===== src/rtl/toll_lane_scheduler.sv =====
// Toll plaza lane scheduler: class-pair lane assignment, per-lane service FSMs, occupancy counts.
// Optional served-vehicle statistics counters are built when TOLL_STATS_EN is defined.
module toll_lane_scheduler #(
    parameter int LANE_CAP = 7,
    parameter int T_TRUCK  = 5,
    parameter int T_CAR    = 4,
    parameter int T_BIKE   = 2
) (
    input  logic       clk,
    input  logic       reset,
    input  logic       enable,
    input  logic       arr_valid,
    input  logic [1:0] arr_type,
    output logic       arr_ready,
    output logic       assign_valid,
    output logic [2:0] assign_lane,
    output logic [2:0] lane1,
    output logic [2:0] lane2,
    output logic [2:0] lane3,
    output logic [2:0] lane4,
    output logic [2:0] lane5,
    output logic [2:0] lane6,
    output logic [5:0] depart_vec,
    output logic [7:0] served_truck,
    output logic [7:0] served_car,
    output logic [7:0] served_bike
);

    typedef enum logic {
        IDLE,
        SERVE
    } lane_state_t;

    lane_state_t state [0:5];
    logic [2:0]  cnt   [0:5];
    logic [7:0]  timer [0:5];

    logic [2:0]  pair_base;
    logic [2:0]  sel;
    logic [2:0]  cnt_a;
    logic [2:0]  cnt_b;
    logic [2:0]  min_cnt;
    logic        pick_b;
    logic        accept;
    logic [5:0]  acc;
    logic [5:0]  dep;
    logic [2:0]  next_cnt [0:5];

    function automatic logic [7:0] t_of(input int unsigned lane);
        if (lane < 2)
            return 8'(T_TRUCK);
        else if (lane < 4)
            return 8'(T_CAR);
        else
            return 8'(T_BIKE);
    endfunction

    // Illegal type is steered to pair 0 only to keep array indices in range; it is never accepted.
    always_comb begin
        pair_base = (arr_type == 2'b11) ? 3'd0 : {arr_type, 1'b0};
        cnt_a     = cnt[pair_base];
        cnt_b     = cnt[pair_base + 3'd1];
        pick_b    = (cnt_a > cnt_b);
        sel       = pair_base + {2'b00, pick_b};
        min_cnt   = pick_b ? cnt_b : cnt_a;
        arr_ready = enable && (arr_type != 2'b11) && ({1'b0, min_cnt} < 4'(LANE_CAP));
        accept    = arr_valid && arr_ready;
    end

    always_comb begin
        acc = '0;
        dep = '0;
        for (int unsigned i = 0; i < 6; i++) begin
            acc[i]      = accept && (sel == 3'(i));
            dep[i]      = enable && (state[i] == SERVE) && (timer[i] == 8'd1);
            next_cnt[i] = cnt[i] + {2'b00, acc[i]} - {2'b00, dep[i]};
        end
    end

    always_ff @(posedge clk or negedge reset) begin
        if (!reset) begin
            assign_valid <= 1'b0;
            assign_lane  <= '0;
            depart_vec   <= '0;
            for (int unsigned i = 0; i < 6; i++) begin
                state[i] <= IDLE;
                cnt[i]   <= '0;
                timer[i] <= '0;
            end
        end else begin
            assign_valid <= accept;
            if (accept)
                assign_lane <= sel + 3'd1;
            depart_vec <= dep;
            for (int unsigned i = 0; i < 6; i++) begin
                cnt[i] <= next_cnt[i];
                case (state[i])
                    IDLE: begin
                        if (acc[i]) begin
                            state[i] <= SERVE;
                            timer[i] <= t_of(i);
                        end
                    end
                    SERVE: begin
                        if (enable) begin
                            if (timer[i] == 8'd1) begin
                                // A same-edge arrival keeps the lane busy, so the next head starts fresh.
                                if (next_cnt[i] != 3'd0) begin
                                    timer[i] <= t_of(i);
                                end else begin
                                    state[i] <= IDLE;
                                    timer[i] <= '0;
                                end
                            end else begin
                                timer[i] <= timer[i] - 8'd1;
                            end
                        end
                    end
                    default: begin
                        state[i] <= IDLE;
                        timer[i] <= '0;
                    end
                endcase
            end
        end
    end

    assign lane1 = cnt[0];
    assign lane2 = cnt[1];
    assign lane3 = cnt[2];
    assign lane4 = cnt[3];
    assign lane5 = cnt[4];
    assign lane6 = cnt[5];

`ifdef TOLL_STATS_EN
    always_ff @(posedge clk or negedge reset) begin
        if (!reset) begin
            served_truck <= '0;
            served_car   <= '0;
            served_bike  <= '0;
        end else begin
            served_truck <= served_truck + {7'd0, dep[0]} + {7'd0, dep[1]};
            served_car   <= served_car   + {7'd0, dep[2]} + {7'd0, dep[3]};
            served_bike  <= served_bike  + {7'd0, dep[4]} + {7'd0, dep[5]};
        end
    end
`else
    assign served_truck = '0;
    assign served_car   = '0;
    assign served_bike  = '0;
`endif

endmodule


===== config.mk =====
export PLATFORM = sky130hd
export DESIGN_NAME = toll_lane_scheduler
export DESIGN_NICKNAME = d
export VERILOG_FILES = /design/src/rtl/toll_lane_scheduler.sv
export SDC_FILE = /design/constraint.sdc
export NUM_CORES = 1
export LEC_CHECK = 0
export ABC_CLOCK_PERIOD_IN_PS = 5100
export BUFFER_PORTS_ARGS = -buffer_cell sky130_fd_sc_hd__buf_2
export CAP_MARGIN = 20
export CELL_PAD_IN_SITES_DETAIL_PLACEMENT = 1
export CELL_PAD_IN_SITES_GLOBAL_PLACEMENT = 1
export CORE_UTILIZATION = 45
export DETAILED_ROUTE_END_ITERATION = 8
export PLACE_DENSITY = 0.85
export SLEW_MARGIN = 20
export SYNTH_ARGS = -nofsm -noshare
export SYNTH_HDL_FRONTEND = slang
export SYNTH_SLANG_ARGS = --single-unit
export TNS_END_PERCENT = 10

===== constraint.sdc =====
create_clock -name clk -period 5.1 [get_ports clk]
set_input_delay 1.02 -clock clk [delete_from_list [all_inputs] [get_ports clk]]
set_output_delay 1.02 -clock clk [all_outputs]
set_load 0.02 [all_outputs]

==> results, run 1 <==
- The startpoint identified for the worst register-to-register timing path is lane2[1]$_DFF_PN0_.
- The CTS sink count is 82.
- The routed via count is 3,978.
- The critical path goes through clkbuf_4 -> buf_4 -> nand2_1 -> o211ai_1 -> o21ai_2 -> ha_1 -> nor2b_1 -> o21a_1 -> o21a_1 -> inv_2 -> o311ai_4 -> nor3b_4 -> nand3_1 -> ha_1 -> inv_1 -> ha_1 -> inv_1 -> fa_1 -> xnor2_1 -> xnor2_1 -> or3_1 -> nor3_2 -> nor3_1 -> a211o_1.
- The capturing element type of the critical path is a flop.
- The final max-slew violation count is 0.
- The core region is 0.0109 mm².
- The Yosys step of the flow raised 0 warnings.
- The clock period minus worst slack is 4.83 ns.
- The startpoint identified for the worst hold timing path is timer[38]$_DFFE_PN0P_.
- Timing analysis after detailed placement gives a worst setup slack of -0.149 ns.
- The most numerous cell type found on the critical path is sky130_fd_sc_hd__ha_1.
- Relative to the synthesized area, the layout overhead comes to 9.77%.
- The average via count per standard cell is 5.52.
- The horizontal die dimension is 108 µm.
- Before antenna repair, the detailed router went through 4 iterations.
- The relative slew slack is 50.4%.
- In the layout the commonest cells are sky130_fd_sc_hd__dfrtp_1, sky130_fd_sc_hd__nand2_1, sky130_fd_sc_hd__inv_1, sky130_fd_sc_hd__nor2_1.
- The measured slew at the worst slew-check pin is 0.744 ns.
- The run finished with clean final reports.
- In this run the register-to-register setup slack is 0.69 ns.
- Once detailed placement completed, the half-perimeter wirelength came to 8.98 mm.
- The part of the total power dissipated in sequential elements is 37.7%.
- The post-detailed-route DRC marker count is 0.
- Once detail routing completed, the nets flagged for antenna violations numbered 0.
- The cell taking the most area after synthesis is sky130_fd_sc_hd__dfrtp_1.
- The number of top-level pins is 59.
- The global-route wire length before repair is 20.3 mm.
- The tree is rooted in a sky130_fd_sc_hd__clkbuf_8.
- For the final database, setup skew stands at 0.00855 ns.
- The CTS tree is done.
- The worst-case setup margin in the final layout is 0.271 ns.
- The H-tree was split into 3 levels.
- For the final routed database, the setup TNS stands at 0 ns.
- In this run, the clock network consumes 15.0% of the power.
- The overall track demand over capacity in global routing is 22.6%.
- Among all flip-flop cells after synthesis, the most frequent one is sky130_fd_sc_hd__dfrtp_1.
- The count of input and output buffers is 34.
- The pin count of the biggest net entering global routing is 83.
- The number of antenna violations at the first check in global routing is 0.
- For this design, the CTS-stage hold fixing added 0 buffers.
- The effective utilization at floorplan is 46.6%.
- The commonest non-fill, non-tap cell in the layout is sky130_fd_sc_hd__dfrtp_1.
- At the end of the flow the core is filled with cells to 51.1%.
- The power per unit of standard cell area is 591 mW/mm².
- The clock insertion delay at the later pin of the skew report is 0.37 ns.
- The classification of the worst-slack hold path is flop to flop.
- For this run, the top clock speed supported by timing is 207 MHz.
- The placed cell count is 705.
- The post-route netlist has 15.1% of its cells at a drive strength greater than 1.
- The final number of setup-violating endpoints is 0.
- Of all nets on the critical path, the largest fanout is 12.
- The total CTS buffers is 9.
- In the final routed layout, each cell accounts on average for 16.5 µm.
- Summed over all cells, the static leakage comes to 2.59 nW.
- The worst path required time is 5.36 ns.
- The placer congestion estimate is 0.814.
- The number of buffers on the longest clock path is 2.
- The relative contribution of combinational cells to total power is 47.3%.
- In this run, the number of DRC markers left after iteration 0 of detailed routing was 123.
- The number of antenna repair diodes is 0.
- The top cell type by area accounts for 40.5% of the synthesized area.
- The worst setup path is of the input pin to flop kind.
- After synthesis the netlist holds a flip-flop and latch count of 82.
- Each instance of the synthesized netlist takes up on average 9.52 µm².
- The total overflow left after global routing is 0.
- The die area is 0.0117 mm².
- Max-cap violations in this run came to 0.
- For hold timing, the worst endpoint is timer[38]$_DFFE_PN0P_.
- The stage delay of the slowest cell on the critical path is 0.38 ns.
- The number of cells on the worst hold path is 1.
- The count of endpoints failing hold in the final timing report is 0.
- For this run, asynchronously set or reset flops after synthesis account for 100%.
- The number of cells on the worst reg-to-reg path is 21.
- The final clock period utilization by the worst path is 94.7%.
- The synthesized instance count is 533.
- The count of different cell masters after synthesis is 66.
- Setup repair after global routing left no endpoint under its margin.
- The filler cells instantiated in the layout total 1,267.
- In this run the critical register-to-register path is captured at timer[32]$_DFFE_PN0P_.
- STA puts the critical path data arrival time at 5.09 ns.
- Among all stages on the critical path, the largest delay is contributed by sky130_fd_sc_hd__or3_1.
- The internal power summed over all cells is 1.82 mW.
- The chip height is 108 µm.
- The net switching fraction of the power is 44.7%.
- In the post-synthesis netlist, the biggest area contributors are sky130_fd_sc_hd__dfrtp_1, sky130_fd_sc_hd__ha_1, sky130_fd_sc_hd__nand2_1.
- For this design the total switching power over the nets is 1.47 mW.
- The worst setup path is launched from an input pin.
- Hold is met by 0.524 ns.
- The netlist area before placement is 0.00507 mm².
- The number of synthesized flops with an enable pin is 0.
- Clock-pin slew was measured on the worst setup and hold paths at 0.08 ns.
- The total detailed-routing wirelength is 11.9 mm.
- The worst-case IR drop observed on VDD is 288 µV.
- The sequential fraction of the synthesis area is 40.5%.
- The via count of the first global-routing pass came to 4,161.
- After the flow finishes, the layout carries non-filler instances totaling 721.
- The net total in the final layout is 620.
- The number of rows in the core area is 38.
## per-stage QoR
stage | power [mW] | area (µm²)
after floorplan | 2.28 | 5160
after global placement | 2.68 | 5350
after detailed placement | 2.80 | 5350
after CTS | 3.31 | 5560
after global routing | 3.55 | 5570
final | 3.29 | 5570
## power groups by stage
stage | Sequential (mW) | Clock, mW | Combinational, mW
after detailed placement | 1.24 | 0 | 1.56
after CTS | 1.24 | 0.511 | 1.57
after floorplan | 1.24 | 0 | 1.04
after global placement | 1.22 | 0 | 1.45
after global routing | 1.28 | 0.531 | 1.73
final | 1.24 | 0.494 | 1.56
## synthesized netlist by cell type, drive strengths merged, types with 3 or more instances
library cell / instances
dfrtp: 82
nand2: 52
inv: 46
nor3: 34
nor2: 33
ha: 32
buf: 31
o21ai: 22
mux2i: 17
a21oi: 16
nand3: 14
a31oi: 13
nor4: 12
or3: 10
clkbuf: 9
o22ai: 9
nand2b: 8
xnor2: 8
a31o: 7
and2: 6
fa: 6
o21a: 6
nor2b: 5
xor2: 5
mux2: 4
nand4b: 4
a2111oi: 3
a211oi: 3
a21o: 3
a22oi: 3
o31ai: 3
o32a: 3
or4: 3
## metal layers
layer | up-vias | part of all wire (%) | global-route usage (%)
li1 | 1913 | - | -
met1 | 1998 | 46 | 28.8
met2 | 51 | 50 | 37.5
met3 | 16 | 2.4 | 3.98
met4 | 0 | 1.9 | 9.88
met5 | - | 0 | 0
## registers in the layout (all words and copies together) (netlist names)
register	cells
lane4	3
lane6	3
lane3	3
state	6
lane1	3
depart_vec	6
lane2	3
lane5	3
assign_lane	3
timer	48
assign_valid	1
## final cells by class
| class | count | area, µm² | area share [%] |
|---|---|---|---|
| multi-input combinational | 387 | 2670 | 47.9 |
| sequential | 82 | 2050 | 36.9 |
| timing repair buffer | 49 | 292 | 5.24 |
| inverter | 47 | 176 | 3.17 |
| tap | 140 | 175 | 3.15 |
| clock buffer | 11 | 151 | 2.72 |
| clock inverter | 5 | 52.6 | 0.944 |
## worst max-delay path by stage
| stage | endpoint | from |
|---|---|---|
| 2_1_floorplan | timer[32]$_DFFE_PN0P_ | arr_type[0] |
| 3_3_place_gp | timer[32]$_DFFE_PN0P_ | arr_type[0] |
| 3_5_place_dp | timer[34]$_DFFE_PN0P_ | arr_type[0] |
| 4_1_cts | timer[32]$_DFFE_PN0P_ | arr_type[0] |
| 5_1_grt | timer[32]$_DFFE_PN0P_ | arr_type[0] |
| 6_report | timer[32]$_DFFE_PN0P_ | arr_type[0] |
## logic make-up (layout without fill, tap and decap cells)
kind of cell,after synthesis,in the layout,synth area share [%]
DFF,82,82,40.5
buffers and inverters,87,112,8.83
AOI/OAI and AO/OA,99,99,13.5
xor gates and xnor gates,13,13,2.24
other,1,24,0.0739
and+or+nand+nor,192,192,20.2
muxes,21,21,4.46
adders and majority gates,38,38,10.3
## worst max-delay path, delay by kind of cell
| family | cells | cell delay (ns) |
|---|---|---|
| XOR/XNOR | 2 | 0.29 |
| AND/OR/NAND/NOR | 7 | 1.18 |
| AO/OA/AOI/OAI | 6 | 0.96 |
| adder cells (fa/ha/maj) | 4 | 1.10 |
| buffers and inverters | 5 | 0.55 |
## repair_timing
item | in CTS | in global routing
buffers inserted | 0 | 0
endpoints found under the setup margin | 0 | 6
hold endpoints to repair | 0 | 0
resized for setup | 0 | 2
No activity file was read; power rests on OpenSTA's default activity.
==> inputs of run 2 (changes only) <==
--- a/config.mk
+++ b/config.mk
@@ -10,7 +10,9 @@
 export CAP_MARGIN = 20
 export CELL_PAD_IN_SITES_DETAIL_PLACEMENT = 1
 export CELL_PAD_IN_SITES_GLOBAL_PLACEMENT = 1
+export CORE_MARGIN = 1.5
 export CORE_UTILIZATION = 45
+export CTS_CLUSTER_SIZE = 8
 export DETAILED_ROUTE_END_ITERATION = 8
 export PLACE_DENSITY = 0.85
 export SLEW_MARGIN = 20
==> constraint.sdc (replaced) <==
create_clock -name clk -period 5.1 [get_ports clk]
set_input_delay 1.02 -clock clk [delete_from_list [all_inputs] [get_ports clk]]
set_output_delay 1.02 -clock clk [all_outputs]
set_load 0.05 [all_outputs]
==> results, run 2 (synthesis gave the netlist of run 1 again) <==
- The overall track demand over capacity in global routing was 23.2% (was 22.6%).
- The register ranked first by flip-flop count is timer (unchanged).
- The number of antenna repair diodes was 0 (unchanged).
- The global-route wire length before repair is 21.5 mm (was 20.3 mm).
- The final clock period utilization by the worst path was 99.0% (was 94.7%).
- The post-layout instance area is 0.00571 mm² (was 0.00557 mm²).
- The number of rows in the core area is 38 (unchanged).
- The final max-slew violation count is 0 (unchanged).
- The relative slew slack was 48.4% (was 50.4%).
- The effective utilization at floorplan came to 46.4% (was 46.6%).
- The worst setup slack before clock tree synthesis is -0.228 ns (was -0.149 ns).
- The clock period minus worst slack was 5.05 ns (was 4.83 ns).
- The commonest non-fill, non-tap cell in the layout is sky130_fd_sc_hd__dfrtp_1 (unchanged).
- The clock edge transition at the registers on the reported setup and hold paths was 0.06 ns (was 0.08 ns).
- The clock tree skew after final layout is 0.00737 ns (was 0.00855 ns).
- The average via count per standard cell is 5.57 (was 5.52).
- The number of buffers on the longest clock path is 2 (unchanged).
- The worst hold endpoint is timer[38]$_DFFE_PN0P_ (unchanged).
- The reg-to-reg startpoint is lane1[1]$_DFF_PN0_ (was lane2[1]$_DFF_PN0_).
- The count of maximum capacitance violations is 0 (unchanged).
- The buffer type at the clock tree root is sky130_fd_sc_hd__clkbuf_16 (was sky130_fd_sc_hd__clkbuf_8).
- The count of input and output buffers came to 34 (unchanged).
- The biggest fanout along the worst timing path is 10 (was 12).
- The flip-flop count of the largest register, all copies and words added was 48 (unchanged).
- The highest achievable clock rate is 198 MHz (was 207 MHz).
- The final number of setup-violating endpoints came to 0 (unchanged).
- The most crowded layer after global routing is met2 (unchanged).
- The pin count of the biggest net entering global routing came to 83 (unchanged).
- The sum of internal, switching and leakage power is 3.76 mW (was 3.29 mW).
- The number of iterations in the first detailed-routing pass came to 4 (unchanged).
- The post-detailed-route DRC marker count is 0 (unchanged).
- The number of top-level pins came to 59 (unchanged).
- The stage delay of the slowest cell on the critical path is 0.36 ns (was 0.38 ns).
- The placer congestion estimate is 0.830 (was 0.814).
- The met3 usage is 3.17% (was 3.98%).
- The per-cell routed wire length is 18.0 µm (was 16.5 µm).
- The maximum VDD drop came to 364 µV (was 288 µV).
- The endpoint of the worst register-to-register path is timer[42]$_DFFE_PN0P_ (was timer[32]$_DFFE_PN0P_).
- The met2 usage is 40.4% (was 37.5%).
- The number of cells on the worst reg-to-reg path is 23 (was 21).
- The data arrival time of the critical path was 5.28 ns (was 5.09 ns).
- Commonest cells after routing, fill and taps aside: sky130_fd_sc_hd__dfrtp_1, sky130_fd_sc_hd__nand2_1, sky130_fd_sc_hd__inv_1, sky130_fd_sc_hd__nor2_1 (unchanged).
- The met1 demand-to-capacity share in global routing is 29.1% (was 28.8%).
- The kind of cell adding the most delay to the critical path is adder cells (was simple AND/OR/NAND/NOR gates).
- Largest registers: timer (48), depart_vec (6), state (6) (unchanged).
- The remaining number of nets flagged by the antenna check after routing came to 0 (unchanged).
- The die area is 0.0119 mm² (was 0.0117 mm²).
- The measured slew at the worst slew-check pin is 0.775 ns (was 0.744 ns).
- The kind of start point of the critical path is an input pin (unchanged).
- The worst-case setup margin in the final layout is 0.0498 ns (was 0.271 ns).
- The capturing element type of the critical path was a flop (unchanged).
- The routed via count is 4,030 (was 3,978).
- The detailed-placement wirelength estimate is 9.20 mm (was 8.98 mm).
- The worst-path cell with the longest stage delay is sky130_fd_sc_hd__fa_2 (was sky130_fd_sc_hd__or3_1).
- The count of endpoints failing hold in the final timing report is 0 (unchanged).
- The clock insertion delay at the later pin of the skew report is 0.34 ns (was 0.37 ns).
- The number of DRC markers after the initial detailed-route iteration is 139 (was 123).
- The fraction of layout cells with a size suffix above 1 is 16.8% (was 15.1%).
- The floorplan core area is 0.0109 mm² (about the same).
- The worst path required time is 5.33 ns (was 5.36 ns).
- The net total in the final layout was 622 (was 620).
- Critical-path cell list: clkbuf_4 -> mux2i_2 -> mux2i_1 -> ha_1 -> nor2b_1 -> o21a_1 -> o21a_1 -> inv_2 -> o311ai_4 -> nor3b_4 -> buf_4 -> buf_4 -> nand3_1 -> ha_1 -> inv_1 -> ha_1 -> fa_2 -> xor2_2 -> xnor2_2 -> nor3_2 -> buf_4 -> a22oi_1 -> o22ai_1 -> nand2b_1 (was clkbuf_4 -> buf_4 -> nand2_1 -> o211ai_1 -> o21ai_2 -> ha_1 -> nor2b_1 -> o21a_1 -> o21a_1 -> inv_2 -> o311ai_4 -> nor3b_4 -> nand3_1 -> ha_1 -> inv_1 -> ha_1 -> inv_1 -> fa_1 -> xnor2_1 -> xnor2_1 -> or3_1 -> nor3_2 -> nor3_1 -> a211o_1).
- The number of cells on the worst hold path came to 1 (unchanged).
- The via count of the first global-routing pass was 4,289 (was 4,161).
- The reported leakage power was 2.65 nW (was 2.59 nW).
- The slack of the worst reg-to-reg path is 0.46 ns (was 0.69 ns).
- The number of buffer and inverter stages on the critical path came to 6 (was 5).
- The start-to-end type of the worst setup path is input pin to flop (unchanged).
- The number of antenna violations at the first check in global routing is 0 (unchanged).
- The power per unit of standard cell area is 658 mW/mm² (was 591 mW/mm²).
- The horizontal die dimension is 109 µm (was 108 µm).
- The CTS tree is done (unchanged).
- The classification of the worst-slack hold path is flop to flop (unchanged).
- The post-route setup TNS came to 0 ns (unchanged).
- The synthesis-to-layout area growth is 12.6% (was 9.77%).
- The beginning of the worst hold path was timer[38]$_DFFE_PN0P_ (unchanged).
- The placed standard-cell area was 0.00535 mm² (about the same).
- Run status: complete, no violations (unchanged).
- The total CTS buffers was 9 (unchanged).
- The CTS sink count was 82 (unchanged).
- The overflow left after global routing is 0 (unchanged).
- The CTS H-tree depth is 3 (unchanged).
- The chip height was 109 µm (was 108 µm).
- The number of hold buffers added after CTS is 0 (unchanged).
- The total detailed-routing wirelength is 13.0 mm (was 11.9 mm).
[run 2: area by class of cell]
class,instances,area (µm²)
clock buffers,12,256
clock inverters,4,26.3
fillers,1310,5220
inverters,47,176
multi-input cells,387,2720
flip-flops and latches,82,2050
well taps,140,175
repair buffers,51,307
[run 2: what timing repair did]
action | 4_1_cts | 5_1_grt
resized for setup | 0 | 12
setup endpoints to repair | 0 | 6
setup buffers | 0 | 3
[run 2: through the flow]
step	cells	hold slack [ns]	utilization (%)
after floorplan	556	0.464	-
after global placement	704	0.486	48.9
after detailed placement	704	0.515	48.9
after CTS	720	0.526	51.5
after global routing	723	0.543	52.2
final	723	0.518	52.2
[run 2: worst max path at each step]
stage | end | cells past startpoint | from
6_report | timer[42]$_DFFE_PN0P_ | 24 | arr_type[0]
5_1_grt | timer[42]$_DFFE_PN0P_ | 25 | arr_type[0]
2_1_floorplan | timer[32]$_DFFE_PN0P_ | 23 | arr_type[0]
3_5_place_dp | timer[32]$_DFFE_PN0P_ | 22 | arr_type[0]
4_1_cts | timer[32]$_DFFE_PN0P_ | 22 | arr_type[0]
3_3_place_gp | timer[32]$_DFFE_PN0P_ | 23 | arr_type[0]
[run 2: layer usage]
| layer | part of all wire [%] | wire length [µm] |
|---|---|---|
| met1 | 44 | 5680 |
| met2 | 52 | 6770 |
| met3 | 2.4 | 317 |
| met4 | 1.7 | 222 |
| met5 | 0 | 0 |
[run 2: power breakdown]
part | leakage [nW] | switching, mW | internal, mW
clock | 0.139 | 0.266 | 0.356
combinational | 1.49 | 1.19 | 0.696
sequential | 1.02 | 0.339 | 0.917
==> inputs of run 3 (changes only) <==
--- a/config.mk
+++ b/config.mk
@@ -6,7 +6,7 @@
 export NUM_CORES = 1
 export LEC_CHECK = 0
 export ABC_CLOCK_PERIOD_IN_PS = 5100
-export BUFFER_PORTS_ARGS = -buffer_cell sky130_fd_sc_hd__buf_2
+export BUFFER_PORTS_ARGS = -buffer_cell sky130_fd_sc_hd__buf_4
 export CAP_MARGIN = 20
 export CELL_PAD_IN_SITES_DETAIL_PLACEMENT = 1
 export CELL_PAD_IN_SITES_GLOBAL_PLACEMENT = 1
==> results, run 3 (synthesis gave the netlist of run 1 again) <==
- The biggest fanout along the worst timing path came to 13 (was 10).
- The flip-flop count of the largest register, all copies and words added is 48 (unchanged).
- The remaining number of nets flagged by the antenna check after routing was 0 (unchanged).
- Run status: complete, no violations (unchanged).
- The relative slew slack is 49.2% (was 48.4%).
- The worst-path cell with the longest stage delay was sky130_fd_sc_hd__or3_4 (was sky130_fd_sc_hd__fa_2).
- The number of gates given a new drive strength after cts is 0 (unchanged).
- The number of antenna violations at the first check in global routing is 0 (unchanged).
- The clock edge transition at the registers on the reported setup and hold paths came to 0.06 ns (about the same).
- The total CTS buffers is 9 (unchanged).
- Commonest cells after routing, fill and taps aside: sky130_fd_sc_hd__dfrtp_1, sky130_fd_sc_hd__nand2_1, sky130_fd_sc_hd__inv_1, sky130_fd_sc_hd__buf_4, sky130_fd_sc_hd__nor2_1 (was sky130_fd_sc_hd__dfrtp_1, sky130_fd_sc_hd__nand2_1, sky130_fd_sc_hd__inv_1, sky130_fd_sc_hd__nor2_1).
- The sum of internal, switching and leakage power is 3.79 mW (was 3.76 mW).
- The end-of-flow core utilization was 52.6% (was 52.2%).
- The number of antenna repair diodes is 0 (unchanged).
- The stage delay of the slowest cell on the critical path is 0.37 ns (was 0.36 ns).
- The per-cell routed wire length is 17.5 µm (was 18.0 µm).
- The clock tree skew after final layout came to 0.00676 ns (was 0.00737 ns).
- The fraction of layout cells with a size suffix above 1 is 14.9% (was 16.8%).
- The floorplan core area is 0.0109 mm² (unchanged).
- The chip height came to 109 µm (unchanged).
- The placer congestion estimate is 0.821 (was 0.830).
- The net total in the final layout is 616 (was 622).
- The endpoint of the worst register-to-register path is timer[32]$_DFFE_PN0P_ (was timer[42]$_DFFE_PN0P_).
- The CTS H-tree depth came to 3 (unchanged).
- Largest registers: timer (48), depart_vec (6), state (6) (unchanged).
- The reported leakage power was 2.65 nW (about the same).
- The die area came to 0.0119 mm² (unchanged).
- The horizontal die dimension is 109 µm (unchanged).
- The number of buffers on the longest clock path came to 2 (unchanged).
- The number of cells on the worst reg-to-reg path is 21 (was 23).
- The number of cells on the worst hold path is 1 (unchanged).
- The worst slack on hold paths came to 0.522 ns (was 0.518 ns).
- The number of DRC markers after the initial detailed-route iteration came to 174 (was 139).
- The clock insertion delay at the later pin of the skew report is 0.35 ns (was 0.34 ns).
- The capturing element type of the critical path is a flop (unchanged).
- The reg-to-reg startpoint is lane2[1]$_DFF_PN0_ (was lane1[1]$_DFF_PN0_).
- The final max-slew violation count came to 0 (unchanged).
- The data arrival time of the critical path is 5.08 ns (was 5.28 ns).
- The number of hold buffers added after CTS is 0 (unchanged).
- The average via count per standard cell was 5.56 (was 5.57).
- The total detailed-routing wirelength came to 12.6 mm (was 13.0 mm).
- The post-detailed-route DRC marker count is 0 (unchanged).
- The effective utilization at floorplan was 46.4% (unchanged).
- Critical-path cell list: buf_6 -> buf_4 -> mux2i_2 -> nand2_1 -> o21ai_2 -> ha_1 -> o21a_1 -> o21a_1 -> inv_2 -> o311ai_4 -> nor3b_4 -> nand3_1 -> ha_1 -> inv_1 -> ha_1 -> inv_1 -> fa_2 -> xnor2_2 -> xnor2_1 -> or3_4 -> nor3_2 -> nor3_1 -> a211o_1 (was clkbuf_4 -> mux2i_2 -> mux2i_1 -> ha_1 -> nor2b_1 -> o21a_1 -> o21a_1 -> inv_2 -> o311ai_4 -> nor3b_4 -> buf_4 -> buf_4 -> nand3_1 -> ha_1 -> inv_1 -> ha_1 -> fa_2 -> xor2_2 -> xnor2_2 -> nor3_2 -> buf_4 -> a22oi_1 -> o22ai_1 -> nand2b_1).
- The beginning of the worst hold path is timer[38]$_DFFE_PN0P_ (unchanged).
- The routed via count was 3,987 (was 4,030).
- The CTS sink count came to 82 (unchanged).
- The measured slew at the worst slew-check pin came to 0.762 ns (was 0.775 ns).
- The worst setup path startpoint is arr_type[0] (unchanged).
- The detailed-placement wirelength estimate came to 9.05 mm (was 9.20 mm).
- The CTS tree is done (unchanged).
- The count of endpoints failing hold in the final timing report is 0 (unchanged).
- The maximum VDD drop is 353 µV (was 364 µV).
- The slack of the worst reg-to-reg path is 0.63 ns (was 0.46 ns).
- The buffer type at the clock tree root is sky130_fd_sc_hd__clkbuf_16 (unchanged).
- The final clock period utilization by the worst path is 95.1% (was 99.0%).
- The highest achievable clock rate is 206 MHz (was 198 MHz).
- The post-layout instance area is 0.00575 mm² (was 0.00571 mm²).
- The worst hold endpoint was timer[38]$_DFFE_PN0P_ (unchanged).
- The kind of start point of the critical path is an input pin (unchanged).
- The synthesis-to-layout area growth came to 13.4% (was 12.6%).
- The via count of the first global-routing pass is 4,281 (was 4,289).
- Setup repair after global routing left no endpoint under its margin.
- The start-to-end type of the worst setup path is input pin to flop (unchanged).
- The number of rows in the core area is 38 (unchanged).
- The dominant cell type by count on the critical path is sky130_fd_sc_hd__ha_1.
- The power per unit of standard cell area is 659 mW/mm² (was 658 mW/mm²).
- The final number of setup-violating endpoints is 0 (unchanged).
- The global-route wire length before repair is 21.1 mm (was 21.5 mm).
- The placed standard-cell area was 0.00541 mm² (was 0.00535 mm²).
- The post-CTS setup buffer count came to 0 (unchanged).
- The worst path required time came to 5.33 ns (about the same).
- The commonest non-fill, non-tap cell in the layout was sky130_fd_sc_hd__dfrtp_1 (unchanged).
- The register ranked first by flip-flop count is timer (unchanged).
- The pin count of the biggest net entering global routing is 83 (unchanged).
- The count of maximum capacitance violations is 0 (unchanged).
- The overflow left after global routing came to 0 (unchanged).
- The clock period minus worst slack is 4.85 ns (was 5.05 ns).
- The overall track demand over capacity in global routing is 23.1% (was 23.2%).
- The count of input and output buffers is 34 (unchanged).
- The classification of the worst-slack hold path is flop to flop (unchanged).
- The number of iterations in the first detailed-routing pass is 4 (unchanged).
- The number of top-level pins is 59 (unchanged).
run 3: cell count changes in the layout (fill, tap and decap cells not counted), sizes merged:
cell,change
clkinv,-3
buf,-5
clkinvlp,-1
bufinv,+1
clkbuf,+2
run 3: report_power, final:
group | internal (mW) | switching [mW] | total (mW)
clock | 0.433 | 0.258 | 0.692
combinational | 0.703 | 1.15 | 1.85
sequential | 0.917 | 0.334 | 1.25
total | 2.05 | 1.74 | 3.79
run 3: how the worst max path moves through the flow:
stage	endpoint	cells after the start
3_3_place_gp	timer[32]$_DFFE_PN0P_	22
5_1_grt	timer[32]$_DFFE_PN0P_	24
2_1_floorplan	timer[32]$_DFFE_PN0P_	23
3_5_place_dp	timer[34]$_DFFE_PN0P_	22
4_1_cts	timer[32]$_DFFE_PN0P_	23
6_report	timer[32]$_DFFE_PN0P_	23
run 3: metrics by stage:
step / cells / setup TNS (ns) / setup slack [ns]
after floorplan: 556 / -0.721 / -0.251
after global placement: 701 / 0 / 0.0802
after detailed placement: 701 / -0.610 / -0.174
after CTS: 717 / 0 / 0.119
after global routing: 717 / 0 / 0.0295
final: 717 / 0 / 0.251
run 3: cell type report:
type                       instances  area, µm²
clock inverter                     1       30.0
tap                              140        175
inverter                          47        176
sequential                        82       2050
fill                            1269       5180
timing repair buffer              45        345
clock buffer                      15        288
multi-input combinational        387       2690
run 3: per-layer routing:
layer	global-route usage [%]	vias to the layer above	share of wire (%)
met5	0	-	0
met4	6.40	0	1.2
met3	5.32	12	2.8
met2	41.5	47	53
met1	27.5	2027	43
li1	-	1901	-
run 3: worst max-delay path, delay by kind of cell:
kind	cells	cell delay, ns
mux	1	0.22
buf+inv	5	0.56
simple gates	6	1.07
fa+ha+maj	4	1.09
compound gates	5	0.78
xor+xnor	2	0.32
